File: src/rtl/sprite_pkg.sv
// rtl/sprite_pkg.sv - shared types and constants for the sprite layer
package sprite_pkg;

    // Per-channel position record, used for both the pending and the active copy.
    typedef struct packed {
        logic [9:0] x;
        logic [9:0] y;
        logic       en;
    } spr_pos_t;

    // DrawX/DrawY/blank to red/green/blue, in pixel clocks.
    localparam int PIPE_LAT = 3;

    // Palette index that never produces a visible pixel.
    localparam int TRANSPARENT_IDX = 0;

endpackage

File: src/rtl/sprite_palette.sv
// rtl/sprite_palette.sv - combinational palette lookup for the winning sprite pixel
//
// Ports:
//   idx_i   palette index of the winning pixel (never the transparent index here)
//   chan_i  channel number of the winning sprite, tints the blue component
//   red_o, green_o, blue_o  4-bit colour components
//
// Mapping: red = idx[3:0], green = idx[7:4], blue = idx[3:0] ^ channel.
// Narrower indices are zero-extended to 8 bits before the lookup.
module sprite_palette #(
    parameter int IDX_W = 8
) (
    input  logic [IDX_W-1:0] idx_i,
    input  logic [2:0]       chan_i,
    output logic [3:0]       red_o,
    output logic [3:0]       green_o,
    output logic [3:0]       blue_o
);

    logic [7:0] ix;

    always_comb begin
        ix      = 8'(idx_i);
        red_o   = ix[3:0];
        green_o = ix[7:4];
        blue_o  = ix[3:0] ^ {1'b0, chan_i};
    end

endmodule

File: src/rtl/sprite_layer.sv
// rtl/sprite_layer.sv - multi-channel sprite overlay with frame-synchronous position update
//
// Optional feature macro: SPRITE_FLASH_EN (per-channel white flash counters).
//
// Ports:
//   vga_clk, Reset          pixel clock, synchronous active-high reset
//   DrawX, DrawY, blank     current pixel coordinate and visible-region flag
//   frame_start             one-cycle pulse at the first blanking cycle of a frame
//   pos_wr, pos_id, pos_x, pos_y, pos_en   pending position/enable write port
//   rom_addr                per-channel sprite ROM address, channel k at [k*ROM_AW +: ROM_AW]
//   rom_q                   per-channel ROM data, one cycle after rom_addr
//   red, green, blue        registered output colour, 3 cycles after DrawX/DrawY/blank
//   flash_trig              per-channel flash request (only acted on with SPRITE_FLASH_EN)
module sprite_layer
    import sprite_pkg::*;
#(
    parameter int N_SPR        = 4,
    parameter int SPR_W        = 50,
    parameter int SPR_H        = 40,
    parameter int ROM_AW       = 11,
    parameter int IDX_W        = 8,
    parameter int FLASH_FRAMES = 8,
    localparam int ID_W        = (N_SPR > 1) ? $clog2(N_SPR) : 1
) (
    input  logic                      vga_clk,
    input  logic                      Reset,
    input  logic [9:0]                DrawX,
    input  logic [9:0]                DrawY,
    input  logic                      blank,
    input  logic                      frame_start,
    input  logic                      pos_wr,
    input  logic [ID_W-1:0]           pos_id,
    input  logic [9:0]                pos_x,
    input  logic [9:0]                pos_y,
    input  logic                      pos_en,
    output logic [N_SPR*ROM_AW-1:0]   rom_addr,
    input  logic [N_SPR*IDX_W-1:0]    rom_q,
    output logic [3:0]                red,
    output logic [3:0]                green,
    output logic [3:0]                blue,
    input  logic [N_SPR-1:0]          flash_trig
);

    // ------------------------------------------------------------------
    // Position registers: software writes pending, frame_start copies all
    // channels to active so a sprite never moves partway down the screen.
    // ------------------------------------------------------------------
    spr_pos_t pend_q [N_SPR];
    spr_pos_t act_q  [N_SPR];

    always_ff @(posedge vga_clk) begin
        if (Reset) begin
            for (int k = 0; k < N_SPR; k++) begin
                pend_q[k] <= '0;
                act_q[k]  <= '0;
            end
        end else begin
            // Active takes the value pending held before this cycle's write,
            // so a write coinciding with frame_start shows one frame later.
            if (frame_start) begin
                for (int k = 0; k < N_SPR; k++) begin
                    act_q[k] <= pend_q[k];
                end
            end
            if (pos_wr && (int'(pos_id) < N_SPR)) begin
                pend_q[pos_id] <= '{x: pos_x, y: pos_y, en: pos_en};
            end
        end
    end

    // ------------------------------------------------------------------
    // Flash counters (optional)
    // ------------------------------------------------------------------
`ifdef SPRITE_FLASH_EN
    logic [3:0] flash_q [N_SPR];

    always_ff @(posedge vga_clk) begin
        if (Reset) begin
            for (int k = 0; k < N_SPR; k++) begin
                flash_q[k] <= '0;
            end
        end else begin
            for (int k = 0; k < N_SPR; k++) begin
                // A trigger wins over a same-cycle frame_start decrement.
                if (flash_trig[k]) begin
                    flash_q[k] <= 4'(FLASH_FRAMES);
                end else if (frame_start && (flash_q[k] != 4'd0)) begin
                    flash_q[k] <= flash_q[k] - 4'd1;
                end
            end
        end
    end
`else
    logic unused_flash_trig;
    localparam int unused_flash_frames = FLASH_FRAMES;
    assign unused_flash_trig = ^flash_trig;
`endif

    // ------------------------------------------------------------------
    // Stage 0: hit test and ROM address per channel
    // ------------------------------------------------------------------
    logic [10:0]               dx [N_SPR];
    logic [10:0]               dy [N_SPR];
    logic [N_SPR-1:0]          hit_d;
    logic [N_SPR*ROM_AW-1:0]   rom_addr_d;

    always_comb begin
        hit_d      = '0;
        rom_addr_d = '0;
        for (int k = 0; k < N_SPR; k++) begin
            // 11-bit unsigned differences: a coordinate left of or above the
            // sprite wraps to a large value and fails the range compare.
            dx[k] = {1'b0, DrawX} - {1'b0, act_q[k].x};
            dy[k] = {1'b0, DrawY} - {1'b0, act_q[k].y};
            if (act_q[k].en && (dx[k] < 11'(SPR_W)) && (dy[k] < 11'(SPR_H))) begin
                hit_d[k] = 1'b1;
                rom_addr_d[k*ROM_AW +: ROM_AW] =
                    ROM_AW'(dx[k]) + ROM_AW'(dy[k]) * ROM_AW'(SPR_W);
            end
        end
    end

    logic [N_SPR*ROM_AW-1:0] rom_addr_q;
    logic [N_SPR-1:0]        hit0_q;
    logic                    blank0_q;
    logic [N_SPR-1:0]        hit1_q;
    logic                    blank1_q;

    // Stage 1 only delays hit/blank: the ROM's own output register holds the
    // index during this cycle, and stage 2 reads rom_q directly.
    always_ff @(posedge vga_clk) begin
        if (Reset) begin
            rom_addr_q <= '0;
            hit0_q     <= '0;
            blank0_q   <= 1'b0;
            hit1_q     <= '0;
            blank1_q   <= 1'b0;
        end else begin
            rom_addr_q <= rom_addr_d;
            hit0_q     <= hit_d;
            blank0_q   <= blank;
            hit1_q     <= hit0_q;
            blank1_q   <= blank0_q;
        end
    end

    assign rom_addr = rom_addr_q;

    // ------------------------------------------------------------------
    // Stage 2: priority winner, palette, output register
    // ------------------------------------------------------------------
    logic             win_found;
    logic [IDX_W-1:0] win_idx;
    logic [2:0]       win_ch;
    logic             win_flash;

    always_comb begin
        win_found = 1'b0;
        win_idx   = '0;
        win_ch    = '0;
        win_flash = 1'b0;
        for (int k = 0; k < N_SPR; k++) begin
            if (!win_found && hit1_q[k] &&
                (rom_q[k*IDX_W +: IDX_W] != IDX_W'(TRANSPARENT_IDX))) begin
                win_found = 1'b1;
                win_idx   = rom_q[k*IDX_W +: IDX_W];
                win_ch    = 3'(k);
`ifdef SPRITE_FLASH_EN
                // Odd implies nonzero.
                win_flash = flash_q[k][0];
`endif
            end
        end
    end

    logic [3:0] pal_r, pal_g, pal_b;

    sprite_palette #(
        .IDX_W (IDX_W)
    ) u_palette (
        .idx_i   (win_idx),
        .chan_i  (win_ch),
        .red_o   (pal_r),
        .green_o (pal_g),
        .blue_o  (pal_b)
    );

    logic [11:0] rgb_d;
    logic [11:0] rgb_q;

    always_comb begin
        rgb_d = '0;
        if (win_found && blank1_q) begin
            rgb_d = win_flash ? 12'hFFF : {pal_r, pal_g, pal_b};
        end
    end

    always_ff @(posedge vga_clk) begin
        if (Reset) begin
            rgb_q <= '0;
        end else begin
            rgb_q <= rgb_d;
        end
    end

    assign red   = rgb_q[11:8];
    assign green = rgb_q[7:4];
    assign blue  = rgb_q[3:0];

endmodule

File: config.mk
export PLATFORM = sky130hd
export DESIGN_NAME = sprite_layer
export DESIGN_NICKNAME = d
export VERILOG_FILES = /design/src/rtl/sprite_pkg.sv /design/src/rtl/sprite_palette.sv /design/src/rtl/sprite_layer.sv
export SDC_FILE = /design/constraint.sdc
export NUM_CORES = 1
export LEC_CHECK = 0
export ABC_AREA = 0
export ABC_CLOCK_PERIOD_IN_PS = 13600
export BUFFER_PORTS_ARGS = -buffer_cell sky130_fd_sc_hd__buf_4
export CORE_ASPECT_RATIO = 1.2
export CORE_UTILIZATION = 35
export DETAILED_ROUTE_END_ITERATION = 8
export PLACE_DENSITY_LB_ADDON = 0.15
export SYNTH_ARGS = -nofsm -noshare
export SYNTH_HDL_FRONTEND = slang
export SYNTH_SLANG_ARGS = --single-unit
File: constraint.sdc
create_clock -name vga_clk -period 13.6 [get_ports vga_clk]
set_clock_uncertainty 0.05 [all_clocks]
set_input_delay 0.68 -clock vga_clk [delete_from_list [all_inputs] [get_ports vga_clk]]
set_output_delay 0.68 -clock vga_clk [all_outputs]
set_load 0.02 [all_outputs]
# Word level (Yosys, flattened, before mapping)
# Memories as Yosys holds them, arrays and structs flattened.
# Index checks and enable logic that the tools add are counted.
[op_classes]
reduce_logical = 29
magnitude_cmp = 8
multipliers = 4
bitwise_logic = 10
eq_ne = 0
div_mod_pow = 0
shifts = 0
addsub = 12
n_mux = 30
[op_table]
columns = ["operator", "n"]
rows = [
  ["two-way mux 21 bit", 5],
  ["less-than comparator 11 x 6 -> 1 bit, second input constant", 8],
  ["subtractor 10 x 10 -> 11 bit", 8],
  ["adder 11 bit", 4],
  ["multiplier 11 x 5 -> 10 bit, second input constant", 4],
  ["two-way mux 8 bit", 4],
  ["nonzero test 8 bit", 4],
  ["OR reduction 21 bit", 1],
  ["two-way mux 1 bit", 18],
  ["logical AND 1 bit", 16],
  ["OR reduction 2 bit", 5],
  ["two-way mux 3 bit", 2],
  ["NOT 1 bit", 5],
  ["bitwise OR 1 bit", 4],
  ["bitwise XOR 4 x 3 -> 4 bit", 1],
  ["zero test 1 bit", 3],
  ["two-way mux 2 bit", 1],
]
[word_totals]
latchBits = 0
in_bits = 84
n_memories = 2
word_cells = 104
ram_bits = 168
output_inout_bits = 56
rom_bits = 0
register_bits = 66
[memory_table]
columns = ["memory", "words", "width", "read_ports", "rd_ports_with_merged_regs", "write_ports", "line", "source"]
rows = [
  ["act_q", 4, 21, 4, 0, 4, "sprite_layer.sv:49", "spr_pos_t act_q [N_SPR];"],
  ["pend_q", 4, 21, 4, 0, 4, "sprite_layer.sv:48", "spr_pos_t pend_q [N_SPR];"],
]

# Logic depth before layout (Yosys ltp)
[logic_depth]
ltp_word = 18
mapped_depth = 21
ltp_nobuf = 21

# Hierarchy
# From an unflattened synthesis, not the netlist that was laid out.
[unflattened]
hier_cells = 1532
area_unflattened_um2 = 15625.0
[modules_own_cells]
columns = ["mod", "instances", "area_each_um2", "cells_each", "seq_area_each_um2"]
rows = [
  ["sprite_layer", 1, 15531.1, 1520, 6366.1],
  ["sprite_palette", 1, 93.8, 12, 0.0],
]

# Least setup slack after synthesis
# No wires, ideal clock.
[synth_timing]
kind = "input to register"
from = "input DrawY[0]"
to = "register rom_addr_q[10] (netlist: rom_addr[10])"
t_arrival_ps = 4762
path_buffers = 0
slack_ps = 8696
t_required_ps = 13458
setup_ps = 92
path_stages = 20
cell_sequence = "inv_1 -> ha_1 -> inv_1 -> fa_1 -> a21o_1 -> a21oi_1 -> xnor2_1 -> ha_1 -> ha_1 -> inv_1 -> fa_1 -> inv_1 -> ha_1 -> a21oi_1 -> xnor2_1 -> ha_1 -> or3_1 -> a211oi_1 -> nor4_1 -> nor4_1"
[synth_via]
elab_chain_cells = 5
elab_cells_between_ends = 7
cone_classes = "2 x add/sub; 1 x mul; 1 x order compare; 1 x bitwise; 2 x reduce/logical"
[synth_lines]
columns = ["element", "line", "source"]
rows = [
  ["start: declaration", "sprite_layer.sv:28", "input logic [9:0] DrawY,"],
  ["subtractor 10 x 10 -> 11 bit (*)", "sprite_layer.sv:114", "dy[k] = {1'b0, DrawY} - {1'b0, act_q[k].y};"],
  ["parallel branches: the longest is 4 deep, another holds multiplier 11 x 5 -> 10 bit", "-", ""],
  ["end signal: assignment", "sprite_layer.sv:139", "rom_addr_q <= rom_addr_d;"],
  ["end: declaration", "sprite_layer.sv:123", "logic [N_SPR*ROM_AW-1:0] rom_addr_q;"],
]
# Mark *: on every way between the ends.
# A chain may end at the register's enable or synchronous reset.

# Worst setup path in the final report
# Ends and elaborated chain as after synthesis.

==> parameters.txt <==
Parameter                              Value

Die
  Die outline width ... around 190 um
  Starting density of the core ... 35.5%
  # rows ... 84
  Count of pins on the block boundary ... 140
  Standard cell core area ... 43700 um2
  Die area ... ~45000 um2
  Die boundary height ... roughly 230 um

Synth
  Most frequent cell after synthesis ... sky130_fd_sc_hd__inv_1
  Average instance area after synthesis ... 10.1 um2
  Biggest area consumer among synthesized cells ... sky130_fd_sc_hd__edfxtp_1
  Post-synthesis instance area ... 15500 um2
  Share of synthesized flip-flops with an asynchronous set or reset ... 0%
  Post-synthesis sequential area ratio ... between 40% and 50%
  Warnings, synthesis ... 0
  Top FF cell, synth ... sky130_fd_sc_hd__edfxtp_1
  Post-synth net total ... ~1800
  Main area contributors after synthesis ... sky130_fd_sc_hd__edfxtp_1, sky130_fd_sc_hd__ha_1, sky130_fd_sc_hd__dfxtp_1
  Cell count after synthesis ... roughly 1500
  Top cells by count, synth ... sky130_fd_sc_hd__inv_1, sky130_fd_sc_hd__ha_1, sky130_fd_sc_hd__and2_1, sky130_fd_sc_hd__edfxtp_1, sky130_fd_sc_hd__nor2_1
  Number of enable flip-flop cells after synthesis ... around 170
  Number of distinct library cells after synthesis ... 65
  Area share of the leading cell type in the synthesized netlist ... roughly 33%
  Synthesized flop and latch total ... around 230

Placed design
  Buffers added on ports ... 135
  Placed wire-length estimate after detailed placement ... approximately 30000 um
  Cell area reported after detailed placement ... about 17000 um2
  GP Congestion ... about 0.84

Power
  Switch share ... about two fifths
  Proportion of power drawn by combinational gates ... 55.7%
  Power share of the sequential group ... between 20% and 30%
  P_leak ... 7.87 nW
  Clock group share of total power ... between 20% and 30%
  Total net switching power ... 1.35 mW
  Power density normalized to cell area ... 190 nW/um2
  Internal cell power ... about 2.1 mW
  Worst IR drop on VDD ... about 0.14 mV

Timing
  Hold Fails Final Rpt ... 0
  Actual slew at the worst max-slew pin ... roughly 1.1 ns
  Clock period minus worst slack ... between 5 and 6 ns
  Unrepaired setup endpoints after global routing ... no
  Total count of max-transition violations in the final report ... 0
  Aggregate negative setup slack ... 0 ns
  Slew margin rel. ... a little under a quarter
  Final worst-path cycle share ... 38.4%
  Achievable clock frequency ... ~0.19 GHz
  Worst hold slack ... 0.305 ns
  Count of final setup violators ... 0

Status
  Run status ... complete, no violations

Cells and area
  Growth of design area from synthesis to finish ... 16.1%
  Cell area after layout ... 18000 um2
  Fill cell count ... 4306
  Net count of the finished layout ... roughly 2000
  Share of layout cells above drive strength 1 ... a little under an eighth

Route
  DRC violation count after routing ... 0
  Pre-Repair DR Iteration Count ... 4
  Average wire length per cell after detail routing ... around 17 um
  Vias per Instance ... between 4 and 5
  Total detailed-routing wirelength ... just under 40000 um
  Number of vias in the routed layout ... between 10000 and 15000
  Drt first-iter violations ... between 400 and 500
  Post-route ant nets ... 0

Setup path
  Setup Crit Path Kind ... in -> reg
  Setup crit start kind ... input pin
  Required time reported for the critical path endpoint ... between 10 and 15 ns
  Critical path peak fanout ... 4
  Worst Setup End Kind ... register
  Worst EP arrival ... ~5.6 ns

GRT
  Congestion Overflow GR ... 0
  Gr usage total ... 17.1%
  Largest net degree at the start of global routing ... between 80 and 90
  Number of global-route vias before repair ... between 10000 and 15000
  First-pass GRT wire length ... 59300 um
  Number of antenna violations at the first check in global routing ... 0

Clocking
  Clock tree from TritonCTS ... yes
  CTS clock-pin slew for the worst setup and hold paths ... ~0.060 ns
  Clk Tree Root Cell ... sky130_fd_sc_hd__clkbuf_16
  Clock buffer depth ... 3
  Worst skew pair latency ... 0.56 ns
  CTS Hold Buffers Added ... 0
  Setup bufs post-CTS ... 0
  Number of sinks handled by clock tree synthesis ... around 230
  Cts repair resizes ... 0
  TritonCTS Buffers ... 27
  Clock H-tree levels ... 1

Hold path
  Path category of the worst min-delay check ... in -> reg

Run
  Max Cap Viol ... 0
flip-flops by register name (all words and copies together) (netlist names):
signal / cells
act_q: 84
rgb_q: 10
hit0_q: 4
pend_q: 84
rom_addr: 44
blank0_q: 1
hit1_q: 4
blank1_q: 1
layout make-up:
type / count / area [um2] / area share, %
Inverter: 205 / 769 / 4.27
Timing Repair Buffer: 142 / 1070 / 5.92
Clock inverter: 12 / 104 / 0.577
Sequential cell: 232 / 6330 / 35.1
Multi-Input combinational cell: 1060 / 8290 / 46.1
Tap cell: 559 / 699 / 3.89
Antenna cell: 1 / 2.50 / 0.0139
Clock buffer: 36 / 742 / 4.12
through the flow:
step,worst slack (ns),total power [mW],utilization [%],std cells
global route,8.00,3.73,41.2,2246
detailed placement,7.80,2.72,39.2,2198
finish,8.38,3.41,41.2,2247
CTS,8.35,3.44,41.2,2246
floorplan,8.70,2.35,-,1530
global placement,7.88,2.70,39.2,2198
critical path: stages:
cell and delay (ns):
sky130_fd_sc_hd__buf_4 0.11, sky130_fd_sc_hd__inv_1 0.29, sky130_fd_sc_hd__ha_1 0.22, sky130_fd_sc_hd__inv_1 0.07, sky130_fd_sc_hd__fa_1 0.43, sky130_fd_sc_hd__a21o_1 0.19
sky130_fd_sc_hd__a21oi_1 0.21, sky130_fd_sc_hd__xnor2_1 0.26, sky130_fd_sc_hd__ha_1 0.31, sky130_fd_sc_hd__ha_1 0.29, sky130_fd_sc_hd__inv_1 0.05, sky130_fd_sc_hd__fa_1 0.53
sky130_fd_sc_hd__inv_1 0.04, sky130_fd_sc_hd__ha_1 0.32, sky130_fd_sc_hd__a21oi_1 0.17, sky130_fd_sc_hd__xnor2_1 0.09, sky130_fd_sc_hd__ha_1 0.22, sky130_fd_sc_hd__or3_1 0.38
sky130_fd_sc_hd__a211oi_1 0.32, sky130_fd_sc_hd__nor4_1 0.10, sky130_fd_sc_hd__nor4_1 0.30
cells in the final DEF (no fill, tap or decap), drive strengths merged, types with 11 or more instances in the layout:
cell | Yosys | layout
nor2 | 97 | 97
inv | 205 | 209
edfxtp | 168 | 168
nand3 | 14 | 14
nor4 | 16 | 16
o21ai | 31 | 31
o31ai | 12 | 12
nand2b | 12 | 12
a21o | 30 | 30
o21bai | 11 | 11
a21oi | 77 | 77
nor2b | 22 | 22
nand2 | 44 | 44
dfxtp | 64 | 64
buf | 6 | 142
or2 | 12 | 12
ha | 188 | 188
nor3 | 39 | 39
xnor2 | 77 | 77
and2 | 171 | 171
xor2 | 31 | 31
clkbuf | 27 | 36
fa | 28 | 28
a211oi | 16 | 16
power by group through the flow:
stage | combinational, mW | clock (mW) | sequential (mW)
2_1_floorplan | 1.53 | 0 | 0.819
3_3_place_gp | 1.88 | 0 | 0.824
3_5_place_dp | 1.89 | 0 | 0.825
4_1_cts | 1.92 | 0.718 | 0.810
5_1_grt | 2.17 | 0.741 | 0.813
6_report | 1.90 | 0.700 | 0.810
logic make-up after synthesis:
family	count (synthesis)	share of synthesized area, %
DFF	232	40.8
adders and majority gates	221	19.1
xor gates and xnor gates	109	6.25
buffers and inverters	238	5.83
AOI/OAI and AO/OA	260	11.4
and+or+nand+nor	462	16.1
muxes	8	0.516
layer usage:
| metal | GRT usage, % | part of all wire (%) | up-vias |
|---|---|---|---|
| li1 | - | - | 5593 |
| met1 | 22.4 | 46 | 4985 |
| met2 | 29.5 | 47 | 232 |
| met3 | 2.09 | 4.1 | 54 |
| met4 | 5.48 | 2.8 | 0 |
| met5 | 0 | 0 | - |
worst paths after layout:
path | start | to | slack, ns | cells past startpoint
hold / removal | blank | blank0_q | 0.30 | 2
setup reg to reg | act_q[0][1] | rom_addr[10] | 8.65 | 19
setup / recovery | DrawY[0] | rom_addr[10] | 8.38 | 21
hold reg to reg | hit0_q[1] | hit1_q[1] | 0.39 | 1
(Power assumes the default switching activity.)
